`config.mk`:
```
export PLATFORM = sky130hd
export DESIGN_NAME = branch_predict_unit_flat
export DESIGN_NICKNAME = d
export VERILOG_FILES = /design/src/rtl/branch_predict_types_pkg.sv /design/src/rtl/branch_predict_unit_if.sv /design/src/rtl/pred_fifo.sv /design/src/rtl/branch_predict_unit.sv /design/src/flat_wrapper.sv
export SDC_FILE = /design/constraint.sdc
export NUM_CORES = 1
export LEC_CHECK = 0
export ABC_AREA = 0
export BUFFER_PORTS_ARGS = -buffer_cell sky130_fd_sc_hd__buf_2
export CORE_ASPECT_RATIO = 0.9
export CORE_MARGIN = 2
export CORE_UTILIZATION = 50
export CTS_BUF_LIST = sky130_fd_sc_hd__clkbuf_16
export CTS_CLUSTER_SIZE = 10
export DETAILED_ROUTE_END_ITERATION = 6
export HOLD_SLACK_MARGIN = 0.1
export PLACE_DENSITY_LB_ADDON = 0.15
export SLEW_MARGIN = 20
export SYNTH_ARGS = -nofsm -noshare
export SYNTH_HDL_FRONTEND = slang
export SYNTH_SLANG_ARGS = --single-unit
export TNS_END_PERCENT = 10
```
`constraint.sdc`:
```
create_clock -name CLK -period 4.4 [get_ports CLK]
set_input_delay 0.66 -clock CLK [delete_from_list [all_inputs] [get_ports CLK]]
set_output_delay 0.66 -clock CLK [all_outputs]
set_load 0.02 [all_outputs]
```
`src/rtl/branch_predict_types_pkg.sv`:
```
// Shared types for the fetch-side branch predictor: PC field layout, counter
// width and the in-flight prediction record.
package branch_predict_types_pkg;

  localparam int PC_W  = 32;
  localparam int OFF_W = 2;
  localparam int IDX_W = 2;
  localparam int TAG_W = PC_W - IDX_W - OFF_W;

  typedef logic [PC_W-1:0]  pc_t;
  typedef logic [TAG_W-1:0] tag_t;
  typedef logic [IDX_W-1:0] index_t;
  typedef logic [1:0]       counter_t;

  typedef struct packed {
    logic predtaken;
    pc_t  predpc;
  } pred_entry_t;

  // Weakly not-taken.
  localparam counter_t CNT_INIT = 2'b01;

  function automatic tag_t pc_tag(input pc_t pc);
    return pc[PC_W-1:IDX_W+OFF_W];
  endfunction

  function automatic index_t pc_index(input pc_t pc);
    return pc[IDX_W+OFF_W-1:OFF_W];
  endfunction

endpackage

```
`src/rtl/branch_predict_unit_if.sv`:
```
// Read port of the branch target buffer: index out, target/tag/valid back
// in the same cycle.
interface branch_predict_unit_if;
  import branch_predict_types_pkg::*;

  index_t IFpcindex;
  pc_t    PRbpc;
  tag_t   PRtag;
  logic   PRvalid;

  modport master (output IFpcindex, input PRbpc, PRtag, PRvalid);
  modport slave  (input IFpcindex, output PRbpc, PRtag, PRvalid);

endinterface

```
`src/rtl/pred_fifo.sv`:
```
// In-order queue of predictions between IF and MEM. Push/pop are qualified
// internally against full/empty; clear wins over both.
module pred_fifo
  import branch_predict_types_pkg::*;
#(
  parameter int DEPTH = 4
) (
  input  logic                       CLK,
  input  logic                       nRST,
  input  logic                       push,
  input  logic                       pop,
  input  logic                       clear,
  input  pred_entry_t                wdata,
  output pred_entry_t                head,
  output logic [$clog2(DEPTH+1)-1:0] count,
  output logic                       full
);

  localparam int PTR_W = $clog2(DEPTH);
  localparam int CNT_W = $clog2(DEPTH+1);

  pred_entry_t      mem [DEPTH];
  logic [PTR_W-1:0] rdptr;
  logic [PTR_W-1:0] wrptr;
  logic             do_push;
  logic             do_pop;

  assign full    = (count == CNT_W'(DEPTH));
  assign do_push = push && !full;
  assign do_pop  = pop && (count != '0);
  assign head    = mem[rdptr];

  // Pointers wrap naturally because DEPTH is a power of two.
  always_ff @(posedge CLK or negedge nRST) begin
    if (!nRST) begin
      rdptr <= '0;
      wrptr <= '0;
      count <= '0;
    end else if (clear) begin
      rdptr <= '0;
      wrptr <= '0;
      count <= '0;
    end else begin
      if (do_push) wrptr <= wrptr + 1'b1;
      if (do_pop)  rdptr <= rdptr + 1'b1;
      count <= count + CNT_W'(do_push) - CNT_W'(do_pop);
    end
  end

  // Payload storage carries no reset; count gates its visibility.
  always_ff @(posedge CLK) begin
    if (do_push && !clear) mem[wrptr] <= wdata;
  end

endmodule

```
`src/rtl/branch_predict_unit.sv`:
```
// Fetch-side predictor: BTB hit + 2-bit direction counters produce the next
// PC; predictions are queued until MEM and verified there.
module branch_predict_unit #(
  parameter int                               DEPTH    = 4,
  parameter int                               ENTRIES  = 4,
  parameter branch_predict_types_pkg::counter_t CNT_INIT = branch_predict_types_pkg::CNT_INIT
) (
  input  logic                         CLK,
  input  logic                         nRST,
  input  logic [31:0]                  IFpc,
  input  logic                         IFvalid,
  branch_predict_unit_if.master        btb,
  output logic                         predtaken,
  output logic [31:0]                  predpc,
  input  logic                         MMvalid,
  input  logic                         MMbranch,
  input  logic                         MMtaken,
  input  logic [31:0]                  MMpc,
  input  logic [31:0]                  MMtarget,
  input  logic                         flush,
  output logic                         mispredict,
  output logic [31:0]                  fixpc,
  output logic                         qfull
);

  import branch_predict_types_pkg::*;

  localparam int CNT_W = $clog2(DEPTH+1);

  counter_t          cnt [ENTRIES];
  logic              hit;
  logic              push;
  logic              pop;
  logic              clear;
  pred_entry_t       new_entry;
  pred_entry_t       head;
  pred_entry_t       head_pred;
  logic [CNT_W-1:0]  count;
  pc_t               mm_seq;
  pc_t               actual;

  function automatic counter_t sat_step(input counter_t c, input logic up);
    if (up) return (c == 2'b11) ? c : c + 2'b01;
    else    return (c == 2'b00) ? c : c - 2'b01;
  endfunction

  // Fetch read path: purely combinational against the BTB response.
  assign btb.IFpcindex = pc_index(IFpc);
  assign hit           = btb.PRvalid && (btb.PRtag == pc_tag(IFpc));
  assign predtaken     = hit && cnt[pc_index(IFpc)][1];
  assign predpc        = predtaken ? btb.PRbpc : IFpc + 32'd4;

  assign new_entry = '{predtaken: predtaken, predpc: predpc};
  assign clear     = mispredict || flush;
  assign push      = IFvalid && !qfull && !mispredict && !flush;
  assign pop       = MMvalid && (count != '0);

  pred_fifo #(.DEPTH(DEPTH)) u_fifo (
    .CLK   (CLK),
    .nRST  (nRST),
    .push  (push),
    .pop   (pop),
    .clear (clear),
    .wdata (new_entry),
    .head  (head),
    .count (count),
    .full  (qfull)
  );

  // MEM check: an empty queue means fetch assumed fall-through.
  assign mm_seq     = MMpc + 32'd4;
  assign head_pred  = (count == '0) ? '{predtaken: 1'b0, predpc: mm_seq} : head;
  assign actual     = (MMbranch && MMtaken) ? MMtarget : mm_seq;
  assign mispredict = MMvalid && (actual != head_pred.predpc);
  assign fixpc      = mispredict ? actual : mm_seq;

  // Training uses the resolved direction regardless of the prediction outcome.
  always_ff @(posedge CLK or negedge nRST) begin
    if (!nRST) begin
      for (int i = 0; i < ENTRIES; i++) cnt[i] <= CNT_INIT;
    end else if (MMvalid && MMbranch) begin
      cnt[pc_index(MMpc)] <= sat_step(cnt[pc_index(MMpc)], MMtaken);
    end
  end

endmodule

```
`src/flat_wrapper.sv`:
```
// flat-port wrapper written by rule: the top's interface ports become plain ports
module branch_predict_unit_flat import branch_predict_types_pkg::*;
#(
  parameter int                               DEPTH    = 4,
  parameter int                               ENTRIES  = 4,
  parameter branch_predict_types_pkg::counter_t CNT_INIT = branch_predict_types_pkg::CNT_INIT
)
  (CLK, nRST, IFpc, IFvalid, predtaken, predpc, MMvalid, MMbranch, MMtaken, MMpc, MMtarget, flush, mispredict, fixpc, qfull, btb_IFpcindex, btb_PRbpc, btb_PRtag, btb_PRvalid);
  branch_predict_unit_if btb_i ();
  input  logic CLK;
  input  logic nRST;
  input  logic [31:0] IFpc;
  input  logic IFvalid;
  output logic predtaken;
  output logic [31:0] predpc;
  input  logic MMvalid;
  input  logic MMbranch;
  input  logic MMtaken;
  input  logic [31:0] MMpc;
  input  logic [31:0] MMtarget;
  input  logic flush;
  output logic mispredict;
  output logic [31:0] fixpc;
  output logic qfull;
  output wire logic [$bits(btb_i.IFpcindex)-1:0] btb_IFpcindex;
  input wire logic [$bits(btb_i.PRbpc)-1:0] btb_PRbpc;
  input wire logic [$bits(btb_i.PRtag)-1:0] btb_PRtag;
  input wire logic [$bits(btb_i.PRvalid)-1:0] btb_PRvalid;
  assign btb_IFpcindex = btb_i.IFpcindex;
  assign btb_i.PRbpc = btb_PRbpc;
  assign btb_i.PRtag = btb_PRtag;
  assign btb_i.PRvalid = btb_PRvalid;
  branch_predict_unit #(.DEPTH(DEPTH), .ENTRIES(ENTRIES), .CNT_INIT(CNT_INIT)) u_core (.CLK(CLK), .nRST(nRST), .IFpc(IFpc), .IFvalid(IFvalid), .btb(btb_i), .predtaken(predtaken), .predpc(predpc), .MMvalid(MMvalid), .MMbranch(MMbranch), .MMtaken(MMtaken), .MMpc(MMpc), .MMtarget(MMtarget), .flush(flush), .mispredict(mispredict), .fixpc(fixpc), .qfull(qfull));
endmodule
```
Word-level counts from Yosys, hierarchy flattened --
Memory sizes are Yosys's and may differ from the RTL's. Cells that the tools add are included.
Cells by class: $add $sub $neg 8, order comparisons 3, eq/ne operators 4, multiplexer cells 24, bitwise gates (word level) 2, reductions and logical operators 23
Operators with widths (number):
- $mux 32 | 4
- $add 32x3->32 const B | 2
- $ne 32x32->1 | 1
- $eq 28x28->1 | 1
- $mux 2 | 13
- $logic_and 1x1->1 | 13
- $bmux 2 s2 | 2
- $bwmux 8 | 1
- $add 2x1->2 const B | 3
- $ge 3x3->1 const B | 2
- $not 2->3 | 2
- $demux 2 s2 | 1
- $logic_not 1->1 | 4
- $reduce_bool 2->1 | 2
- $add 3x1->3 | 1
- $eq 3x3->1 const B | 1
- $logic_not 3->1 | 1
- $lt 3x1->1 const B | 1
- $mux 3 | 1
- $reduce_bool 3->1 | 1
- $sub 3x1->3 | 1
- $eq 2x2->1 const B | 1
- $logic_not 2->1 | 1
- $mux 1 | 2
- other kinds (2) | 2
Word-level totals: bits in registers 15, memory bits (writable) 132, input port bits 164, output and inout bits 69, logic and storage cells 72, memories kept 1
Memory list:
- u_core.u_fifo.mem | depth 4, width 33, read ports 1, clocked after memory_dff 0, write ports 1, RTL line pred_fifo.sv:22 | pred_entry_t mem [DEPTH];

Logic depth before layout (Yosys ltp) --
Gate-level depths: netlist (run 1).
word-level depth 11, mapped depth 21, gate-level depth less buffers 19

Modules after synthesis --
From an unflattened synthesis (run 1), not the netlist that was laid out.
Second synthesis, totals: cells, all modules 937, area total of the unflattened synthesis 10343.7 um^2
Modules (own cells, without submodules):
- pred_fifo | times used 1, cells an instance 218, area an instance 5281.3 um^2
- branch_predict_unit | times used 1, cells an instance 719, area an instance 5062.4 um^2

Worst setup path after synthesis (run 1) --
Ideal clock, no wire load.
kind input -> register, start point input port MMpc[2], end point register u_core.u_fifo.count[2], library setup time 119 ps, data arrival time 4509 ps, data required time 4281 ps, slack -228 ps, cell stages on the path 20, path buffers 1, cell sequence ha_1 > and3_1 > buf_2 > nand3_1 > or4_1 > a21oi_1 > o2111ai_1 > a221oi_1 > a31oi_1 > o41a_1 > nor2_1 > nand2_1 > ha_1 > inv_1 > ha_1 > inv_1 > fa_1 > xor2_1 > xnor2_1 > nor2_2
Between the ends: longest elaborated chain between the ends 11, elaborated cells between the ends (all ways) 13, classes of those cells add/sub (3); eq/ne (1); mux (3); reduce/logical (6)
RTL lines:
- from (decl) | RTL line flat_wrapper.sv:19 | input logic [31:0] MMpc;
- $add 32x3->32 * | RTL line branch_predict_unit.sv:71 | assign mm_seq = MMpc + 32'd4;
- $mux 32, on equally long branches | RTL line branch_predict_unit.sv:73, branch_predict_unit.sv:72
- $ne 32x32->1 * | RTL line branch_predict_unit.sv:74 | assign mispredict = MMvalid && (actual != head_pred.predpc);
- $logic_and 1x1->1 * | RTL line branch_predict_unit.sv:74
- via mispredict | RTL line flat_wrapper.sv:22 | output logic mispredict;
- $logic_not 1->1 | RTL line branch_predict_unit.sv:55 | assign push = IFvalid && !qfull && !mispredict && !flush;
- $logic_and 1x1->1 (2 in a row) | RTL line branch_predict_unit.sv:55
- $logic_and 1x1->1 | RTL line pred_fifo.sv:29 | assign do_push = push && !full;
- $add 3x1->3 | RTL line pred_fifo.sv:46 | count <= count + CNT_W'(do_push) - CNT_W'(do_pop);
- $sub 3x1->3 | RTL line pred_fifo.sv:46
- $mux 3 * | RTL line pred_fifo.sv:39 | end else if (clear) begin
- to (signal assigned) | RTL line pred_fifo.sv:46
- to (decl) | RTL line pred_fifo.sv:15 | output logic [$clog2(DEPTH+1)-1:0] count,
The timed path passes the listed nets; every way through them passes the cells marked *. A chain may end at the register's enable or synchronous reset.

Worst setup path after layout (run 1) --
start point input port MMpc[2], end point register u_core.u_fifo.count[2]
Between the ends: longest elaborated chain between the ends 11, elaborated cells between the ends (all ways) 13, classes of those cells add/sub (3); eq/ne (1); mux (3); reduce/logical (6)
RTL lines (RTL line):
- $add 32x3->32 * | branch_predict_unit.sv:71
- $mux 32, on equally long branches | branch_predict_unit.sv:73, branch_predict_unit.sv:72
- $ne 32x32->1 * | branch_predict_unit.sv:74
- $logic_and 1x1->1 * | branch_predict_unit.sv:74
- $logic_not 1->1 | branch_predict_unit.sv:55
- $logic_and 1x1->1 (2 in a row) | branch_predict_unit.sv:55
- $logic_and 1x1->1 | pred_fifo.sv:29
- $add 3x1->3 | pred_fifo.sv:46
- $sub 3x1->3 | pred_fifo.sv:46
- $mux 3 * | pred_fifo.sv:39
Every way passes the cells marked *; elsewhere a longest branch is shown, timed or not.

==> run_results.csv, run 1 <==
group,metric,value,unit
critical_path,critPathSlowestCell,"or4_1",
finish,drive_gt1_frac,0.434,
synth,yosys-top-cells-area,"edfxtp_1, mux4_2, xnor2_1",
critical_path,cp-start-kind,"primary input",
synth,synth_top_area_frac,0.390,
critical_path,r2r_end,"u_core.u_fifo.count[2]",
place,placed_cell_area,12500,sq um
power,p_sw_frac,0.299,
die,core_area,19300,sq um
finish,area_growth,38.7,%
finish,finalNetCount,1479,
flow_run,max_cap_violations,0,
routing,wl,33.6,mm
synth,synth_cell_types,76,
die,rows,48,
finish,final_common_cell,"buf_2",
routing,routedWlPerCell,21.5,microns
synth,syn_area_per_cell,10.8,sq um
power,p_sw,0.00124,W
routing,num_vias,9255,
critical_path,crit_path_max_incr_delay,0.57,ns
critical_path,cp.required,4.69,ns
place,io_buffer_count,232,
synth,synth_edf_count,128,
routing,drc,0,
synth,synth_ff_type,"edfxtp_1",
min_path,hp-class,"in2async",
die,num_io_pins,233,
critical_path,critPathArrivalTime,5.01,ns
place,gp_congestion,1.02,
finish,antennaDiodeCount,0,
routing,drt_iter0_markers,762,
synth,yosys.area.top_type,"edfxtp_1",
power,power_density,303,nW/um^2
clock_network,cts_made_buffers,17,
clock_network,clockRootBuffer,"clkbuf_16",
routing,ant_nets,0,
synth,syn_nets,1087,
clock_network,cts_tree,"done",
critical_path,crit_type,"in2reg",
clock_network,hold_buffers,0,
sta,fin_skew,0.00909,ns
die,die-height,137,microns
outcome,violations,"negative setup slack",
critical_path,rr_startpoint,"u_core.u_fifo.rdptr[0]",
sta,hold_slack,0.152,ns
clock_network,clk_latency,0.42,ns
finish,mostFrequentLayoutCells,"buf_2, buf_4, edfxtp_1",
place,post-dp-hpwl,25.3,mm
power,p_int,0.00290,W
clock_network,cts.sinks,143,
outcome,status,"complete, but fails checks",
sta,setup_slack,-0.324,ns
finish,design_area,13700,sq um
power,seq_power_share,0.388,
die,die-area,20800,sq um
routing,dr.pass1.iters,5,
routing,via_per_inst,5.91,
sta,setup_viol,35,
synth,ys_warn_count,0,
synth,async_flop_share,0.105,
sta,period_needed,4.72,ns
synth,syn-cell-area,9850,sq um
global_routing,grt_start_max_net_pins,61,
power,clock_power_share,0.308,
clock_network,htree_levels,4,
sta,timing.final.crit_share,1.07,
global_routing,grt_pass1_wl,49.7,mm
power,p_leak,5.37,nW
power,combPwrFrac,0.304,
sta,slew_headroom,0.480,
global_routing,antenna_found_initial,0,
sta,rsz0062_at_grt,"yes",
power,ir_drop,0.283,mV
sta,tightest_slew,0.771,ns
place,dp_slack,-0.811,ns
synth,yosysSeqAreaShare,0.429,
sta,max_freq,212,MHz
global_routing,grtUsageTotal,0.315,
critical_path,rr_worst_depth,22,
critical_path,path_max_fanout,5,
synth,ys_ff_latch,143,
critical_path,cp-end-kind,"register",
clock_network,clkTransAtPathRegs,0.06,ns
clock_network,cts_max_path_buffers,2,
die,die_w,152,microns
sta,finalHoldViolCount,0,
global_routing,grt_pass1_vias,8692,
critical_path,rrSetupSlack,-0.32,ns
global_routing,gr-total-overflow,0,
sta,drv_slew,0,
critical_path,crit_path_cell_trace,"buf_2 > ha_1 > and3_4 > buf_4 > and3_1 > and3_2 > xnor2_1 > or4_1 > nor4_4 > buf_4 > o2111ai_1 > o41a_1 > nor2_2 > nand2_1 > ha_1 > inv_1 > ha_2 > inv_2 > fa_2 > xor2_1 > xnor2_1 > nor2_2",
die,start_util,0.511,
synth,syn_inst,911,
-- stage by stage --
step | setup TNS [ns] | std cells | util | total power, W
2_1_floorplan | -6.90 | 911 | - | 0.00226
3_3_place_gp | -46.58 | 1513 | 0.647 | 0.00274
3_5_place_dp | -47.96 | 1513 | 0.647 | 0.00275
4_1_cts | -7.19 | 1560 | 0.699 | 0.00409
5_1_grt | -11.59 | 1565 | 0.709 | 0.00428
6_report | -7.93 | 1565 | 0.709 | 0.00414
-- worst max-delay path: cells and delay by family --
family	cells	cell delay [ns]
AND/OR/NAND/NOR	8	1.80
adder cells (fa/ha/maj)	4	1.06
buffers and inverters	5	0.54
XOR/XNOR	3	0.50
AO/OA/AOI/OAI	2	0.47
-- area by class of cell --
type	count	area [sq um]
Clock buffer	17	425
Clock inverter	14	104
Fill cell	1414	5610
Inverter	26	97.6
Multi-Input combinational cell	693	5590
Sequential cell	143	4230
Tap cell	250	313
Timing Repair Buffer	422	2910
-- what timing repair did --
action,4_1_cts,5_1_grt
setup endpoints to repair,35,35
setup buffers,11,8
cloned,5,0
pin swaps,13,19
resized for setup,70,37
-- synthesized netlist by cell type (all sizes together) (9+ instances only) --
master,number
a21oi,17
a31oi,10
and2,9
and3,18
buf,31
clkbuf,20
dfrtp,11
edfxtp,128
ha,11
inv,26
mux2,30
mux2i,18
mux4,34
nand2,90
nand3,30
nand4,28
nor2,53
nor3,20
nor4,16
o21ai,48
or3,13
xnor2,74
xor2,73
-- power groups by stage --
stage / combinational, W / sequential, W / clock (W)
after floorplan: 0.000641 / 0.00161 / 0
after global placement: 0.00112 / 0.00162 / 0
after detailed placement: 0.00112 / 0.00163 / 0
after CTS: 0.00121 / 0.00160 / 0.00128
after global routing: 0.00134 / 0.00161 / 0.00134
final: 0.00126 / 0.00160 / 0.00127
-- kinds of logic (layout without fill, tap and decap cells) --
family | after synthesis | in the layout | synth area share
AOI/OAI and AO/OA | 133 | 133 | 0.0880
xor gates and xnor gates | 149 | 149 | 0.135
adders and majority gates | 14 | 14 | 0.0180
muxes | 82 | 82 | 0.130
DFF | 143 | 143 | 0.429
buffers and inverters | 77 | 479 | 0.0368
and+or+nand+nor | 313 | 315 | 0.163
-- flip-flops by register name, indices dropped and copies added (netlist names) --
signal and cells:
u_core.u_fifo.rdptr 2, u_core.u_fifo.count 3, u_core.u_fifo.mem 128, u_core.u_fifo.wrptr 2, u_core.cnt 8
-- worst max path at each step --
stage | startpoint | slack (ns) | cells after the start | to
floorplan | MMpc[2] | -0.18 | 20 | u_core.u_fifo.count[2]
global placement | MMpc[2] | -0.75 | 22 | u_core.u_fifo.count[2]
detailed placement | MMpc[2] | -0.81 | 22 | u_core.u_fifo.count[2]
CTS | u_core.u_fifo.rdptr[0] | -0.29 | 15 | fixpc[15]
global route | u_core.u_fifo.rdptr[0] | -0.46 | 22 | u_core.u_fifo.count[2]
finish | MMpc[2] | -0.32 | 22 | u_core.u_fifo.count[2]
-- per-layer routing --
metal	share of wire	global-route usage	vias to the layer above
met3	0.090	0.0554	78
met5	0	0	-
met4	0.033	0.112	0
met1	0.40	0.411	4404
li1	-	-	4211
met2	0.48	0.537	562
Power figures use the tool's default switching activity.
==> run 2, diff against run 1 <==
--- a/config.mk
+++ b/config.mk
@@ -6,13 +6,13 @@
 export NUM_CORES = 1
 export LEC_CHECK = 0
 export ABC_AREA = 0
-export BUFFER_PORTS_ARGS = -buffer_cell sky130_fd_sc_hd__buf_2
 export CORE_ASPECT_RATIO = 0.9
 export CORE_MARGIN = 2
-export CORE_UTILIZATION = 50
+export CORE_UTILIZATION = 55
 export CTS_BUF_LIST = sky130_fd_sc_hd__clkbuf_16
 export CTS_CLUSTER_SIZE = 10
 export DETAILED_ROUTE_END_ITERATION = 6
+export DONT_BUFFER_PORTS = 1
 export HOLD_SLACK_MARGIN = 0.1
 export PLACE_DENSITY_LB_ADDON = 0.15
 export SLEW_MARGIN = 20
==> constraint.sdc (replaced) <==
create_clock -name CLK -period 4.4 [get_ports CLK]
set_input_delay 0.44 -clock CLK [delete_from_list [all_inputs] [get_ports CLK]]
set_output_delay 0.44 -clock CLK [all_outputs]
set_load 0.02 [all_outputs]
==> run 2 against run 1 <==
The flow still finishes with violations (negative setup slack). Via count shrank 11%. Non-clock buffer count down 286. Register-to-register slack gained 0.22 ns. Routed wire length grew 0.31%. Flip-flop and latch count unchanged. Combinational power shrank 22%. Cell area down 14%. Clock power is 10% higher. Worst hold slack better by 0.15 ns. Highest routed layer unchanged.
==> run_results.csv, run 2 (same netlist as run 1, synthesis figures left out) <==
group,metric,value,unit
routing,ant_nets,0,
place,placed_cell_area,10900,sq um
finish,mostFrequentLayoutCells,"edfxtp_1, buf_4, nand2_1",
power,p_sw_frac,0.301,
clock_network,cts_max_path_buffers,2,
place,gp_congestion,1.05,
die,num_io_pins,233,
critical_path,crit_path_cell_trace,"buf_4 > buf_4 > mux4_2 > nor3_1 > a311o_1 > a211oi_2 > o211ai_1 > nor4bb_2 > a31oi_1 > o41a_1 > nor2_2 > nand2_1 > ha_1 > inv_1 > ha_1 > inv_1 > fa_1 > xor2_1 > xnor2_1 > nor2_2",
routing,routedWlPerCell,26.6,microns
critical_path,rr_startpoint,"u_core.u_fifo.rdptr[0]",
critical_path,r2r_end,"u_core.u_fifo.count[2]",
finish,finalNetCount,1192,
sta,fin_skew,0.0115,ns
critical_path,rr_worst_depth,20,
min_path,min_path_cells,2,
critical_path,rrSetupSlack,-0.10,ns
power,power,0.00399,W
die,rows,46,
clock_network,cts_made_buffers,17,
global_routing,busiest_layer,"met2",
die,start_util,0.559,
die,die_w,145,microns
power,combPwrFrac,0.247,
global_routing,grt_start_max_net_pins,33,
clock_network,clkTransAtPathRegs,0.07,ns
die,core_area,17600,sq um
routing,drt_iter0_markers,980,
power,p_int,0.00279,W
routing,dr.pass1.iters,6,
global_routing,globalRouteMet1Util,0.426,
global_routing,grt_pass1_vias,8180,
finish,final_cells,1268,
finish,largest-register,"u_core.u_fifo.mem",
clock_network,cts_tree,"done",
place,dp_slack,-0.395,ns
sta,timing.final.crit_share,1.02,
sta,drv_slew,0,
power,p_leak,4.07,nW
critical_path,path_max_fanout,5,
critical_path,crit_path_max_incr_delay,0.48,ns
global_routing,antenna_found_initial,0,
min_path,hp-class,"in2reg",
place,placed_cells,1228,
power,ir_drop,0.249,mV
finish,design_area,11700,sq um
sta,rsz0062_at_grt,"yes",
clock_network,htree_levels,4,
finish,final_common_cell,"edfxtp_1",
finish,n_fill_cell,1391,
clock_network,cts.sinks,143,
finish,top_regs,"u_core.u_fifo.mem x128, u_core.cnt x8, u_core.u_fifo.count x3",
global_routing,grt_pass1_wl,48.5,mm
routing,num_vias,8270,
critical_path,cp-end-kind,"register",
global_routing,groute.layer.met2.usage,0.572,
power,seq_power_share,0.401,
routing,drc,0,
sta,slew_headroom,0.248,
power,clock_power_share,0.352,
min_path,min_to,"u_core.cnt[6]",
finish,antennaDiodeCount,0,
critical_path,crit_type,"reg2reg",
sta,setup_slack,-0.101,ns
clock_network,clk_latency,0.42,ns
routing,wl,33.7,mm
power,p_sw,0.00120,W
sta,finalHoldViolCount,0,
die,die-height,131,microns
place,post-dp-hpwl,25.5,mm
outcome,violations,"negative setup slack",
outcome,status,"complete, but fails checks",
finish,drive_gt1_frac,0.259,
critical_path,critPathArrivalTime,4.80,ns
global_routing,gr-total-overflow,0,
place,io_buffer_count,0,
sta,setup_viol,14,
global_routing,grt_use_met3,0.0865,
min_path,hp-start,"MMbranch",
clock_network,clockRootBuffer,"clkbuf_16",
routing,via_per_inst,6.52,
finish,largest_reg_flops,128,
sta,tightest_slew,1.12,ns
sta,tns,-0.496,ns
critical_path,critPathSlowestCell,"o41a_1",
die,die-area,19000,sq um
global_routing,grtUsageTotal,0.344,
sta,period_needed,4.50,ns
critical_path,cp.required,4.70,ns
finish,area_growth,19.1,%
flow_run,max_cap_violations,0,
critical_path,cp-start-kind,"register",
power,power_density,340,nW/um^2
sta,max_freq,222,MHz
==> run 2: cell count changes in the layout (fill, tap and decap cells not counted), moves of 5 or more <==
cell     delta
o21ai_0     -9
mux2_2     +18
buf_4      -57
buf_2     -209
mux2_4     -17
buf_12      -5
buf_6      -15
o21ai_1     +9
inv_6       +5
mux2i_2     -5
==> run 2: timing repair <==
action / CTS / global route
pin swaps: 4 / 1
hold endpoints to repair: 15 / 0
hold buffers: 1 / 0
gates resized for setup: 22 / 22
gates cloned: 1 / 0
setup buffers: 7 / 0
setup endpoints to repair: 34 / 34
==> run 2: layer usage <==
metal	vias to the layer above	part of all wire
met4	0	0.045
met2	596	0.47
met1	3979	0.38
li1	3618	-
met5	-	0
met3	77	0.10
==> run 2: worst max-delay path by stage <==
stage               cells past startpoint                   start  slack (ns)                     end
floorplan                              20                 MMpc[2]        0.04  u_core.u_fifo.count[2]
global placement                       21                 MMpc[2]       -0.29  u_core.u_fifo.count[2]
detailed placement                     21                 MMpc[2]       -0.40  u_core.u_fifo.count[2]
CTS                                    20  u_core.u_fifo.rdptr[0]       -0.12  u_core.u_fifo.count[2]
global route                           20  u_core.u_fifo.rdptr[0]       -0.30  u_core.u_fifo.count[2]
finish                                 20  u_core.u_fifo.rdptr[0]       -0.10  u_core.u_fifo.count[2]
==> run 2: layout make-up <==
cell class                      count  area [sq um]  share of cell area
Multi-Input combinational cell    692          5410               0.461
Tap cell                          240           300              0.0256
Clock inverter                     14           149              0.0127
Inverter                           26          97.6             0.00831
Sequential cell                   143          4230               0.360
Timing Repair Buffer              136          1130              0.0966
Clock buffer                       17           425              0.0362
==> run 2: power groups by stage <==
stage / Clock, W / Combinational (W) / Sequential (W)
3_3_place_gp: 0 / 0.000900 / 0.00162
2_1_floorplan: 0 / 0.000641 / 0.00161
6_report: 0.00140 / 0.000986 / 0.00160
3_5_place_dp: 0 / 0.000910 / 0.00163
4_1_cts: 0.00141 / 0.000948 / 0.00160
5_1_grt: 0.00146 / 0.00105 / 0.00161
==> run 2: stage by stage <==
stage,hold WS [ns],utilization
2_1_floorplan,0.144,-
3_3_place_gp,0.145,0.621
3_5_place_dp,0.145,0.621
4_1_cts,0.284,0.662
5_1_grt,0.301,0.667
6_report,0.297,0.667
==> run 2: critical path: cells and delay by family, from the launching register on <==
| family | cells | cell delay, ns |
|---|---|---|
| muxes | 1 | 0.37 |
| DFF | 1 | 0.43 |
| buffers and inverters | 4 | 0.43 |
| xor gates and xnor gates | 2 | 0.34 |
| adders and majority gates | 3 | 0.80 |
| AOI/OAI and AO/OA | 5 | 1.33 |
| and+or+nand+nor | 5 | 0.68 |
